[src/rtl/mbist_seq_if.sv]
// SRAM-side bus of the MBIST sequencer: the BIST drives the access, the memory returns read data.
`timescale 1ns/1ps
interface mbist_seq_if #(
    parameter int ADDR_WD = 9,
    parameter int DATA_WD = 32
);
    logic               mem_en;
    logic               mem_we;
    logic [ADDR_WD-1:0] mem_addr;
    logic [DATA_WD-1:0] mem_wdata;
    logic [DATA_WD-1:0] mem_rdata;

    modport master (
        output mem_en, mem_we, mem_addr, mem_wdata,
        input  mem_rdata
    );

    modport slave (
        input  mem_en, mem_we, mem_addr, mem_wdata,
        output mem_rdata
    );
endinterface

[src/rtl/mbist_seq.sv]
// March C- address/data sequencer for SRAM BIST: op/address/stimulus/pattern counters,
// SRAM access generation and sticky first-failure capture.
`timescale 1ns/1ps
module mbist_seq #(
    parameter int                    BIST_ADDR_WD    = 9,
    parameter int                    BIST_DATA_WD    = 32,
    parameter logic [BIST_ADDR_WD-1:0] BIST_ADDR_START = 9'h000,
    parameter logic [BIST_ADDR_WD-1:0] BIST_ADDR_END   = 9'h1F8
) (
    input  logic                    clk,
    input  logic                    rst_n,
    input  logic                    bist_run,
    input  logic                    cmd_phase,
    input  logic                    cmp_phase,
    input  logic                    run_op,
    input  logic                    run_addr,
    input  logic                    run_sti,
    input  logic                    run_pat,
    mbist_seq_if.master             mem,
    output logic                    last_op,
    output logic                    last_addr,
    output logic                    last_sti,
    output logic                    last_pat,
    output logic                    op_reverse,
    output logic                    bist_error,
    output logic [BIST_ADDR_WD-1:0] err_addr,
    output logic [BIST_DATA_WD-1:0] err_rdata
);

    typedef enum logic [2:0] {
        STI_W0_UP   = 3'd0,
        STI_R0W1_UP = 3'd1,
        STI_R1W0_UP = 3'd2,
        STI_R0W1_DN = 3'd3,
        STI_R1W0_DN = 3'd4,
        STI_R0_UP   = 3'd5
    } sti_e;

    localparam int PAT_REP = (BIST_DATA_WD + 31) / 32;

    sti_e                    sti;
    sti_e                    sti_next;
    logic                    op;
    logic [BIST_ADDR_WD-1:0] addr;
    logic [1:0]              pat;

    logic                    cur_up;
    logic                    next_up;
    logic                    two_ops;
    logic                    op_rd;
    logic                    op_d1;
    logic [31:0]             pat_word;
    logic [PAT_REP*32-1:0]   pat_rep;
    logic [BIST_DATA_WD-1:0] data_exp;
    logic                    miscompare;

    // Stimulus table: element order, direction and the read/data polarity of the current op.
    always_comb begin
        sti_next = STI_W0_UP;
        two_ops  = 1'b1;
        op_rd    = 1'b0;
        op_d1    = 1'b0;
        case (sti)
            STI_W0_UP: begin
                sti_next = STI_R0W1_UP;
                two_ops  = 1'b0;
            end
            STI_R0W1_UP: begin
                sti_next = STI_R1W0_UP;
                op_rd    = ~op;
                op_d1    = op;
            end
            STI_R1W0_UP: begin
                sti_next = STI_R0W1_DN;
                op_rd    = ~op;
                op_d1    = ~op;
            end
            STI_R0W1_DN: begin
                sti_next = STI_R1W0_DN;
                op_rd    = ~op;
                op_d1    = op;
            end
            STI_R1W0_DN: begin
                sti_next = STI_R0_UP;
                op_rd    = ~op;
                op_d1    = ~op;
            end
            STI_R0_UP: begin
                sti_next = STI_W0_UP;
                two_ops  = 1'b0;
                op_rd    = 1'b1;
            end
            default: begin
                sti_next = STI_W0_UP;
                two_ops  = 1'b0;
            end
        endcase
    end

    assign cur_up  = !(sti == STI_R0W1_DN || sti == STI_R1W0_DN);
    assign next_up = !(sti_next == STI_R0W1_DN || sti_next == STI_R1W0_DN);

    always_comb begin
        pat_word = 32'h0000_0000;
        case (pat)
            2'd0:    pat_word = 32'h0000_0000;
            2'd1:    pat_word = 32'h5555_5555;
            2'd2:    pat_word = 32'h3333_3333;
            2'd3:    pat_word = 32'h0F0F_0F0F;
            default: pat_word = 32'h0000_0000;
        endcase
    end

    // The 32-bit pattern is tiled so any data width takes its LSBs.
    assign pat_rep  = {PAT_REP{pat_word}};
    assign data_exp = op_d1 ? ~pat_rep[BIST_DATA_WD-1:0] : pat_rep[BIST_DATA_WD-1:0];

    assign last_op    = two_ops ? op : ~op;
    assign last_addr  = cur_up ? (addr == BIST_ADDR_END) : (addr == BIST_ADDR_START);
    assign last_sti   = (sti == STI_R0_UP);
    assign last_pat   = (pat == 2'd3);
    assign op_reverse = (cur_up != next_up);

    assign mem.mem_en    = cmd_phase;
    assign mem.mem_we    = cmd_phase & ~op_rd;
    assign mem.mem_addr  = addr;
    assign mem.mem_wdata = data_exp;

    assign miscompare = cmp_phase & op_rd & (mem.mem_rdata != data_exp);

    // Sequence counters; a new stimulus either reloads the address for its direction or,
    // on a direction reversal, keeps the end address as its first access.
    always_ff @(posedge clk or negedge rst_n) begin
        if (!rst_n) begin
            op   <= 1'b0;
            addr <= BIST_ADDR_START;
            sti  <= STI_W0_UP;
            pat  <= 2'd0;
        end else if (!bist_run) begin
            op   <= 1'b0;
            addr <= BIST_ADDR_START;
            sti  <= STI_W0_UP;
            pat  <= 2'd0;
        end else begin
            if (run_op) begin
                op <= last_op ? 1'b0 : op + 1'b1;
            end
            if (run_addr) begin
                if (run_sti) begin
                    addr <= next_up ? BIST_ADDR_START : BIST_ADDR_END;
                end else begin
                    addr <= cur_up ? addr + 1'b1 : addr - 1'b1;
                end
            end
            if (run_sti) begin
                sti <= sti_next;
            end
            if (run_pat) begin
                pat <= pat + 2'd1;
            end
        end
    end

    // Sticky error; only the first miscompare is recorded.
    always_ff @(posedge clk or negedge rst_n) begin
        if (!rst_n) begin
            bist_error <= 1'b0;
            err_addr   <= '0;
            err_rdata  <= '0;
        end else if (!bist_run) begin
            bist_error <= 1'b0;
            err_addr   <= '0;
            err_rdata  <= '0;
        end else if (miscompare) begin
            bist_error <= 1'b1;
            if (!bist_error) begin
                err_addr  <= addr;
                err_rdata <= mem.mem_rdata;
            end
        end
    end

endmodule

[src/flat_wrapper.sv]
// flat-port wrapper written by rule: the top's interface ports become plain ports
module mbist_seq_flat 
#(
    parameter int                    BIST_ADDR_WD    = 9,
    parameter int                    BIST_DATA_WD    = 32,
    parameter logic [BIST_ADDR_WD-1:0] BIST_ADDR_START = 9'h000,
    parameter logic [BIST_ADDR_WD-1:0] BIST_ADDR_END   = 9'h1F8
)
  (clk, rst_n, bist_run, cmd_phase, cmp_phase, run_op, run_addr, run_sti, run_pat, last_op, last_addr, last_sti, last_pat, op_reverse, bist_error, err_addr, err_rdata, mem_mem_en, mem_mem_we, mem_mem_addr, mem_mem_wdata, mem_mem_rdata);
  mbist_seq_if #(.ADDR_WD((9)), .DATA_WD((32))) mem_i ();
  input  logic clk;
  input  logic rst_n;
  input  logic bist_run;
  input  logic cmd_phase;
  input  logic cmp_phase;
  input  logic run_op;
  input  logic run_addr;
  input  logic run_sti;
  input  logic run_pat;
  output logic last_op;
  output logic last_addr;
  output logic last_sti;
  output logic last_pat;
  output logic op_reverse;
  output logic bist_error;
  output logic [BIST_ADDR_WD-1:0] err_addr;
  output logic [BIST_DATA_WD-1:0] err_rdata;
  output wire logic [$bits(mem_i.mem_en)-1:0] mem_mem_en;
  output wire logic [$bits(mem_i.mem_we)-1:0] mem_mem_we;
  output wire logic [$bits(mem_i.mem_addr)-1:0] mem_mem_addr;
  output wire logic [$bits(mem_i.mem_wdata)-1:0] mem_mem_wdata;
  input wire logic [$bits(mem_i.mem_rdata)-1:0] mem_mem_rdata;
  assign mem_mem_en = mem_i.mem_en;
  assign mem_mem_we = mem_i.mem_we;
  assign mem_mem_addr = mem_i.mem_addr;
  assign mem_mem_wdata = mem_i.mem_wdata;
  assign mem_i.mem_rdata = mem_mem_rdata;
  mbist_seq #(.BIST_ADDR_WD(BIST_ADDR_WD), .BIST_DATA_WD(BIST_DATA_WD), .BIST_ADDR_START(BIST_ADDR_START), .BIST_ADDR_END(BIST_ADDR_END)) u_core (.clk(clk), .rst_n(rst_n), .bist_run(bist_run), .cmd_phase(cmd_phase), .cmp_phase(cmp_phase), .run_op(run_op), .run_addr(run_addr), .run_sti(run_sti), .run_pat(run_pat), .mem(mem_i), .last_op(last_op), .last_addr(last_addr), .last_sti(last_sti), .last_pat(last_pat), .op_reverse(op_reverse), .bist_error(bist_error), .err_addr(err_addr), .err_rdata(err_rdata));
endmodule
[config.mk]
export PLATFORM = sky130hd
export DESIGN_NAME = mbist_seq_flat
export DESIGN_NICKNAME = d
export VERILOG_FILES = /design/src/rtl/mbist_seq_if.sv /design/src/rtl/mbist_seq.sv /design/src/flat_wrapper.sv
export SDC_FILE = /design/constraint.sdc
export NUM_CORES = 1
export LEC_CHECK = 0
export BUFFER_PORTS_ARGS = -buffer_cell sky130_fd_sc_hd__buf_2
export CAP_MARGIN = 20
export CORE_MARGIN = 2
export CORE_UTILIZATION = 43
export DETAILED_ROUTE_END_ITERATION = 8
export GPL_ROUTABILITY_DRIVEN = 0
export PLACE_DENSITY_LB_ADDON = 0.3
export SLEW_MARGIN = 20
export SYNTH_ARGS = -nofsm -noshare
export SYNTH_HDL_FRONTEND = slang
export SYNTH_SLANG_ARGS = --single-unit
[constraint.sdc]
create_clock -name clk -period 2.8 [get_ports clk]
set_clock_uncertainty 0.05 [all_clocks]
set_input_delay 0.56 -clock clk [delete_from_list [all_inputs] [get_ports clk]]
set_output_delay 0.56 -clock clk [all_outputs]
set_load 0.05 [all_outputs]
# == Word level (Yosys, flattened, before mapping) ==
# Cells that the tools add are included.
# Widths: inputs -> output; s select.
# classes
add_sub_neg,4
eq_ne,19
mux,28
bitwise_logic,6
n_reduce_logical,11
# op_table
operator,n
$mux 32,4
$pmux 32 s4,1
$mux 9,8
$ne 32x32->1,1
$not 32->32,1
$pmux 3 s5,1
$ne 2x1->1 const B,5
$add 9x1->9 const B,1
$eq 3x2->1 const B,3
$eq 3x3->1 const B,3
$eq 9x9->1 const B,1
$logic_not 9->1,1
$sub 9x1->9 const B,1
$mux 1,8
$mux 3,2
$eq 2x2->1 const B,2
$mux 2,2
$pmux 1 s2,2
$reduce_or 2->1,2
$reduce_or 4->1,1
$and 1x1->1,3
$eq 3x1->1 const B,1
$logic_not 3->1,1
$add 2x1->2 const B,1
9 further kinds,12
# word_totals
reg_bits,57
output_inout_bits,90
word_cells,75

# == Longest topological paths before layout ==
# Gate-level depths: netlist of the first run.
# depth
word_depth,8
depth_mapped,14

# == Least setup slack after synthesis of the first run ==
# OpenSTA, ideal clock, no wires.
# synth_path
path_type,reg-to-reg
start,register u_core.pat[0]
end,register u_core.err_addr[3]
t_arrival_ns,3.636
required_ns,2.625
slack_ns,-1.011
stages_incl_launch_ff,12
n_path_buf,3
cell_sequence,dfrtp_1 -> ha_1 -> clkbuf_1 -> nor2_1 -> xnor2_1 -> mux2i_1 -> o211ai_1 -> a2111oi_4 -> nor4b_2 -> buf_6 -> buf_6 -> mux2i_1
# synth_between
elab_chain_cells,8
elab_cells_between_ends,11
cone_classes,eq/ne: 5; mux: 2; bitwise: 2; reduce/logical: 2
# synth_lines
item,line,rtl
start: declaration,mbist_seq.sv:45,logic [1:0] pat;
start signal: assignment,mbist_seq.sv:159,pat <= pat + 2'd1;
$eq 2x2->1 (*),-,
net last_pat,flat_wrapper.sv:23,output logic last_pat;
$pmux 32 s4 (*),mbist_seq.sv:105,case (pat)
$not 32->32,mbist_seq.sv:116,assign data_exp = op_d1 ? ~pat_rep[BIST_DATA_WD-1:0] : pat_rep[BIST_DATA_WD-1:0];
$mux 32 (*),mbist_seq.sv:116,
net mem_mem_wdata[2],flat_wrapper.sv:31,output wire logic [$bits(mem_i.mem_wdata)-1:0] mem_mem_wdata;
$ne 32x32->1 (*),mbist_seq.sv:129,assign miscompare = cmp_phase & op_rd & (mem.mem_rdata != data_exp);
$and 1x1->1 (*),mbist_seq.sv:129,
$ne 2x1->1 (no line) (*),-,
$reduce_and 2->1 (no line) (*),-,
end signal: assignment,mbist_seq.sv:177,err_addr <= addr;
end: declaration,mbist_seq.sv:26,"output logic [BIST_ADDR_WD-1:0] err_addr,"
# Mark *: on every way through the listed nets, which the timed path passes. The rest lies on a longest branch. The select of a mux whose other input is x is not followed.
# A chain may end at the register's enable or synchronous reset.

# == Final worst setup path of the first run ==
# layout_path
start,register u_core.sti[1]
end,register u_core.err_rdata[27]
# layout_between
elab_chain_cells,8
elab_cells_between_ends,16
cone_classes,eq/ne: 7; mux: 3; bitwise: 2; reduce/logical: 4
# layout_lines
item,line,rtl
start: declaration,mbist_seq.sv:41,sti_e sti;
start signal: assignment,mbist_seq.sv:156,sti <= sti_next;
$eq 3x2->1 (tied with other cells),mbist_seq.sv:63,case (sti)
$reduce_or 2->1 (no line),-,
$pmux 1 s2,mbist_seq.sv:63,
$mux 32,mbist_seq.sv:116,
$ne 32x32->1,mbist_seq.sv:129,
$and 1x1->1 (*),mbist_seq.sv:129,
$ne 2x1->1 (no line) (*),-,
$reduce_and 2->1 (no line) (*),-,
end signal: assignment,mbist_seq.sv:178,err_rdata <= mem.mem_rdata;
end: declaration,mbist_seq.sv:27,output logic [BIST_DATA_WD-1:0] err_rdata
# Every way passes the cells marked *; elsewhere a longest branch is shown, timed or not.

==> results of run 1 <==
[worst reg2reg max path, delay by kind of cell (launching register included)]
kind / cells / cell delay [ps]
mux: 1 / 120
flops: 1 / 410
buf+inv: 4 / 690
simple gates: 3 / 690
compound gates: 3 / 880
[repair_timing]
item	CTS	global route
resized for setup	21	33
hold buffers	0	0
pin swaps	4	12
gates cloned	2	1
endpoints found under the setup margin	48	63
buffers inserted	9	6
[area by class of cell]
cell class / instances / area share [%]
repair buffers: 182 / 21.6
well taps: 111 / 2.57
clock buffers: 9 / 2.29
inverters: 17 / 1.18
clock inverters: 7 / 1.88
flip-flops and latches: 57 / 26.5
multi-input cells: 332 / 44.0
[synthesized netlist by cell type, types with 2 or more instances]
cell and instances:
nor4_1 4, mux2i_1 48, or4_1 3, o2111ai_1 2
ha_1 13, nand2_1 103, a211oi_1 3, nand2b_1 4
xor2_1 7, inv_1 15, a21oi_1 14, clkbuf_1 13
a2bb2oi_1 2, o211ai_1 4, buf_2 5, dfrtp_1 57
buf_4 27, nor3b_1 4, xnor2_1 18, nor4b_1 2
nand4_1 3, and4_1 2, or3_1 2, o311ai_0 2
nor2_1 25, buf_6 6, nor2b_1 7, nor3_1 10
nand3_1 11, or2_2 3, and2_1 2, o21ai_0 15
o22ai_1 4
[kinds of logic (layout without fill, tap and decap cells)]
group                      after synthesis  in the layout  synth area share (%)
xor gates and xnor gates                25             25                  5.50
muxes                                   48             48                  12.1
DFF                                     57             57                  35.8
adders and majority gates               14             14                  4.59
AOI/OAI and AO/OA                       56             56                  9.56
buffers and inverters                   68            215                  10.3
and+or+nand+nor                        189            189                  22.2
[stage by stage]
| step | util (%) | setup WS [ps] | cell area, um2 |
|---|---|---|---|
| 2_1_floorplan | - | -258 | 4140 |
| 4_1_cts | 58.0 | -108 | 5280 |
| 5_1_grt | 59.3 | -294 | 5400 |
| 6_report | 59.3 | -136 | 5400 |
| 3_5_place_dp | 53.6 | -205 | 4880 |
| 3_3_place_gp | 53.6 | -191 | 4880 |
[metal layers]
metal,up-vias,global-route usage [%],part of all wire [%],wire [um]
li1,1817,-,-,-
met1,1773,27.1,41,4500
met2,149,35.3,49,5410
met3,18,4.46,8.2,905
met4,2,7.69,1.3,147
met5,-,0,0.12,13
[sequential cells by signal, indices dropped and copies added (netlist names)]
register / cells
u_core.mem.mem_addr: 9
u_core.err_rdata: 32
u_core.op: 1
u_core.bist_error: 1
u_core.sti: 3
u_core.err_addr: 9
u_core.pat: 2
[path summary, 6_finish.rpt]
| kind | from | to | slack, ps | cells after the start |
|---|---|---|---|---|
| setup / recovery | u_core.sti[1]$_DFFE_PN0P_ | u_core.err_rdata[27]$_DFFE_PN0P_ | -140 | 11 |
| hold / removal | rst_n | u_core.err_rdata[31]$_DFFE_PN0P_ | 300 | 2 |
| setup reg to reg | u_core.sti[1]$_DFFE_PN0P_ | u_core.err_rdata[27]$_DFFE_PN0P_ | -140 | 11 |
| hold reg to reg | u_core.err_rdata[15]$_DFFE_PN0P_ | u_core.err_rdata[15]$_DFFE_PN0P_ | 480 | 2 |
| max in group asynchronous | rst_n | u_core.sti[0]$_DFFE_PN0P_ | 1880 | 2 |
| min in group clk | mem_mem_rdata[14] | u_core.err_rdata[14]$_DFFE_PN0P_ | 430 | 3 |
[power groups by stage]
stage | clock network (mW) | registers [mW] | logic, mW
4_1_cts | 0.895 | 0.903 | 1.33
3_5_place_dp | 0 | 0.920 | 1.27
3_3_place_gp | 0 | 0.919 | 1.25
6_report | 0.875 | 0.904 | 1.37
5_1_grt | 0.930 | 0.909 | 1.45
2_1_floorplan | 0 | 1.03 | 0.944
[placed cells by master, fill, tap and decap left out, drive strengths merged, types with 13 or more instances in the layout]
cell	Yosys	layout
dfrtp	57	57
inv	16	18
nor2	25	25
nand2	103	103
buf	38	180
a21oi	14	14
xnor2	18	18
ha	13	13
o21ai	15	15
mux2i	48	48
==> results_dict.tcl, run 1 <==
set metrics [dict create \
    status "finished, violations left" \
    violations "setup timing" \
    power.density_mw_per_mm2 583 \
    overflow 0 \
    p_leak_nw 2.62 \
    finalWirelength_um 11000 \
    post_drt_via_cell_ratio 5.26 \
    drtIter0Drc 169 \
    combPwrFrac_pct 43.5 \
    share_seq_of_total_power_pct 28.7 \
    finalPower_mw 3.15 \
    cts_htree_levels 3 \
    grt_pass1_wl_um 16600 \
    drc_errors 0 \
    hold_violations 0 \
    worst_hold_slack_ps 302 \
    critPathMaxStageDelay_ps 440 \
    grt_usage_pct 21.1 \
    criticalPathCategory "flip-flop to flip-flop" \
    cp_top_family "compound AO/OA/AOI/OAI gates" \
    area_delta_synth_final_pct 35.8 \
    period_needed_ps 2940 \
    ant_nets 0 \
    drive_gt1_share_pct 38.7 \
    syn_inst 457 \
    hpwl_um 7960 \
    crit_path_start_kind "flip-flop" \
    fin_setup_tns_ps -3100 \
    fin_nets 654 \
    crit_path_top_delay_cell "a2111oi_4" \
    cp_num_buf_inv 4 \
    wire_per_inst_um 15.4 \
    synth_nets 512 \
    synth.cell_area_mm2 0.00398 \
    synth_area_per_cell_um2 8.71 \
    fillCellCount 828 \
    synth_flop_cell "dfrtp_1" \
    switching_share_pct 42.6 \
    cts_sinks 57 \
    crit_chain "buf_4 > nor4b_4 > a311oi_4 > buf_6 > o311ai_0 > nand4_1 > a2111oi_4 > nor4b_4 > buf_4 > clkbuf_16 > mux2i_1" \
    coreArea_mm2 0.00911 \
    fin_cells 715 \
    ys_top_cells_by_area "dfrtp_1 36%, mux2i_1 12%, nand2_1 9.7%" \
    clock_path_buffers 2 \
    hp-class "input port to asynchronous set/reset pin" \
    tightestPinTransition_ps 715 \
    slew_violations 0 \
    grt_max_degree 70 \
    port_buffers 130 \
    clkSlewWorstSetupHoldPaths_ps 70 \
    num_io_pins 131 \
    grt_antenna_before_repair 1 \
    maxCapViolations 0 \
    cellInternalPower_mw 1.81 \
    ir_worst_vdd_uv 284 \
    synth-edff-count 0 \
    p_clk_share_pct 27.8 \
    maxSlewHeadroom_pct 52.3 \
    dr_total_vias 3759 \
    fmax_ghz 0.341 \
    switchingPower_mw 1.34 \
    synth_cell_type_count 50 \
    critPathMaxFanout 11 \
    netlist.area_leader.share_pct 35.8 \
    async_flop_share_pct 100 \
    ys_warn_count 0 \
    cts_made_buffers 9 \
    fp.dieH_um 100 \
    regArea_mm2 0.00143 \
    rsz0062_at_grt "yes" \
    synth_seq_cells 57 \
    dieArea_mm2 0.0100 \
    crit_arrival_ps 3110 \
    die_w_um 100 \
    multiInputGateArea_mm2 0.00238 \
    required_ps 2980 \
    cts_root_buf "clkbuf_8" \
    n_antenna_cell 0 \
    dp_cells 685 \
    timing.final.crit_share_pct 105 \
    synth.yosys.seq_area_share_pct 35.8 \
    drtPass1Iterations 4 \
    rows 35 \
    setup_viol_count_final 36 \
    yosysTopAreaCell "dfrtp_1" \
    first_global_vias 3478 \
    start_util_pct 43.7 \
    clk_latency_ps 350 \
    setup.worst_path.end_class "flip-flop" \
    cts_tree "yes" \
    finalWorstSetupSlack_ps -136 \
]
No activity file was read; power rests on OpenSTA's default activity.
==> run 2: changes to the inputs <==
--- a/config.mk
+++ b/config.mk
@@ -5,6 +5,7 @@
 export SDC_FILE = /design/constraint.sdc
 export NUM_CORES = 1
 export LEC_CHECK = 0
+export ABC_AREA = 1
 export BUFFER_PORTS_ARGS = -buffer_cell sky130_fd_sc_hd__buf_2
 export CAP_MARGIN = 20
 export CORE_MARGIN = 2
==> run 2 against run 1 <==
  * The flow now finishes without violations
  * Non-clock buffer count shrank 10
  * Sequential cell count is the same
  * Cell count grew 25%
  * Synthesized cell count grew 37%
  * Clock power shrank 2%
  * Core utilization shrank 3.0 points
  * Count of clock-buffer cells in the layout grew 2
  * Register-to-register slack gained 280 ps
  * Die area grew 6.7%
  * Critical path type is now flip-flop to output port
==> results_dict.tcl, run 2 <==
set metrics [dict create \
    synth_cell_type_count 29 \
    ir_worst_vdd_uv 249 \
    synth_seq_cells 57 \
    maxCapViolations 0 \
    wire_per_inst_um 15.3 \
    largest-register "u_core.err_rdata" \
    grt_max_degree 86 \
    n_antenna_cell 0 \
    synth_common_cells "176 x nand2_1, 106 x nand3_1, 70 x inv_1" \
    wl_met2_um 6580 \
    ys_top_cells_by_area "dfrtp_1 34%, nand2_1 16%, nand3_1 12%" \
    area_delta_synth_final_pct 28.1 \
    p_leak_nw 3.27 \
    rows 36 \
    critPathMaxFanout 5 \
    fp.dieH_um 103 \
    crit_arrival_ps 2070 \
    grt_pass1_wl_um 20000 \
    synth-edff-count 0 \
    synth_nets 679 \
    synth.yosys.seq_area_share_pct 33.5 \
    pre_cts_ws_ps -28.4 \
    syn_inst 624 \
    slew_violations 0 \
    synth_area_per_cell_um2 6.82 \
    finalWirelength_um 13700 \
    drtIter0Drc 222 \
    first_global_vias 4226 \
    postPlaceCellArea_mm2 0.00504 \
    clock_path_buffers 2 \
    cts_tree "yes" \
    grt_antenna_before_repair 0 \
    power.density_mw_per_mm2 553 \
    critPathMaxStageDelay_ps 390 \
    setup.worst_path.end_class "output port" \
    port_buffers 130 \
    cp_top_family "buffers and inverters" \
    synth_flop_cell "dfrtp_1" \
    crit_chain "inv_2 > buf_4 > o21ai_0 > inv_1 > a21oi_2 > inv_2 > nand2_1 > ha_1 > a21oi_1 > inv_1 > nor2_1 > buf_4" \
    drc_errors 0 \
    die_w_um 103 \
    hp-class "input port to asynchronous set/reset pin" \
    finalPower_mw 3.02 \
    crit_path_start_kind "flip-flop" \
    cp_num_buf_inv 6 \
    crit_path_top_delay_cell "dfrtp_1" \
    cts_sinks 57 \
    post_drt_via_cell_ratio 5.33 \
    mostFrequentLayoutCells "174 x nand2_1, 116 x buf_2, 105 x nand3_1" \
    netlist.area_leader.share_pct 33.5 \
    cts_made_buffers 9 \
    synth.cell_area_mm2 0.00426 \
    tightestPinTransition_ps 730 \
    maxSlewHeadroom_pct 51.4 \
    start_util_pct 44.0 \
    drtPass1Iterations 5 \
    fin_cells 896 \
    clkSlewWorstSetupHoldPaths_ps 80 \
    highest_layer "met4" \
    design_area_mm2 0.00545 \
    yosysTopAreaCell "dfrtp_1" \
    status "finished, final reports clean" \
    drive_gt1_share_pct 29.4 \
    timing.final.crit_share_pct 95.8 \
    num_io_pins 131 \
    layout_commonest_cell "nand2_1" \
    cts_htree_levels 3 \
    ys_warn_count 0 \
    required_ps 2190 \
    overflow 0 \
    cts_root_buf "clkbuf_8" \
    dr_total_vias 4775 \
    async_flop_share_pct 100 \
    dp_cells 874 \
    grt_usage_pct 24.2 \
    rsz0062_at_grt "yes" \
    setup_viol_count_final 0 \
    hpwl_um 9950 \
    coreArea_mm2 0.00968 \
    synth.most_common_cell "nand2_1" \
    route.layer.met1.wl_um 5640 \
    largest_register_ffs 32 \
    fmax_ghz 0.373 \
    clk_latency_ps 340 \
    hold_violations 0 \
    wl_met3_um 1140 \
    fin_nets 813 \
    dieArea_mm2 0.0107 \
    finalWorstSetupSlack_ps 117 \
    criticalPathCategory "flip-flop to output port" \
    period_needed_ps 2680 \
    ant_nets 0 \
]
==> run 2: cell type report <==
type,count,area [um2]
clock buffer,11,131
clock inverter,5,80.1
fill,935,4230
inverter,73,278
multi-input combinational,445,2300
sequential,57,1430
tap,133,166
timing repair buffer,172,1070
==> run 2: path summary, 6_finish.rpt <==
path / startpoint / endpoint / slack (ps) / cells after the start
worst max-delay path: u_core.sti[0]$_DFFE_PN0P_ / mem_mem_we / 120 / 12
worst min-delay path: rst_n / u_core.err_rdata[19]$_DFFE_PN0P_ / 300 / 2
worst max register to register: u_core.sti[0]$_DFFE_PN0P_ / u_core.mem.mem_addr[7]$_DFFE_PN0P_ / 140 / 18
worst min register to register: u_core.err_rdata[6]$_DFFE_PN0P_ / u_core.err_rdata[6]$_DFFE_PN0P_ / 460 / 2
max in group asynchronous: rst_n / u_core.pat[0]$_DFFE_PN0P_ / 1840 / 2
min in group clk: run_op / u_core.op$_DFFE_PN0P_ / 370 / 2
==> run 2: kinds of logic (layout without fill, tap and decap cells) <==
group | after synthesis | in the layout | share of synthesized area, %
AND/OR/NAND/NOR | 389 | 391 | 42.2
XOR/XNOR | 3 | 3 | 0.617
flip-flops | 57 | 57 | 33.5
AO/OA/AOI/OAI | 37 | 37 | 4.67
adder cells (fa/ha/maj) | 14 | 14 | 4.29
buffers and inverters | 124 | 261 | 14.7
==> run 2: what timing repair did <==
item,in CTS,in global routing
pin swaps,5,3
resized for setup,6,45
hold buffers,0,0
buffers inserted,0,3
cloned,0,3
endpoints found under the setup margin,23,65
==> run 2: worst register-to-register path: cells and delay by family, from the launching register on <==
| kind | cells | cell delay (ps) |
|---|---|---|
| AO/OA/AOI/OAI | 6 | 890 |
| buffers and inverters | 4 | 470 |
| AND/OR/NAND/NOR | 7 | 460 |
| flip-flops | 1 | 370 |
| adder cells (fa/ha/maj) | 1 | 310 |
==> run 2: stage by stage <==
step,TNS [ps],util [%],hold WS [ps]
floorplan,0,-,214
global placement,0,52.0,442
detailed placement,-80.4,52.0,441
CTS,-204,54.3,331
global route,-1740,56.3,352
finish,0,56.3,305
==> run 2: per-layer routing <==
layer | vias up | global-route usage [%]
met3 | 31 | 5.11
met2 | 225 | 39.7
met1 | 2216 | 31.0
li1 | 2303 | -
met4 | 0 | 10.1
met5 | - | 0
==> run 2: power by group <==
| group | internal [mW] | total [mW] | switching (mW) |
|---|---|---|---|
| Clock | 0.500 | 0.858 | 0.358 |
| Sequential | 0.856 | 0.887 | 0.0317 |
| Combinational | 0.365 | 1.27 | 0.907 |
| Total | 1.72 | 3.02 | 1.30 |
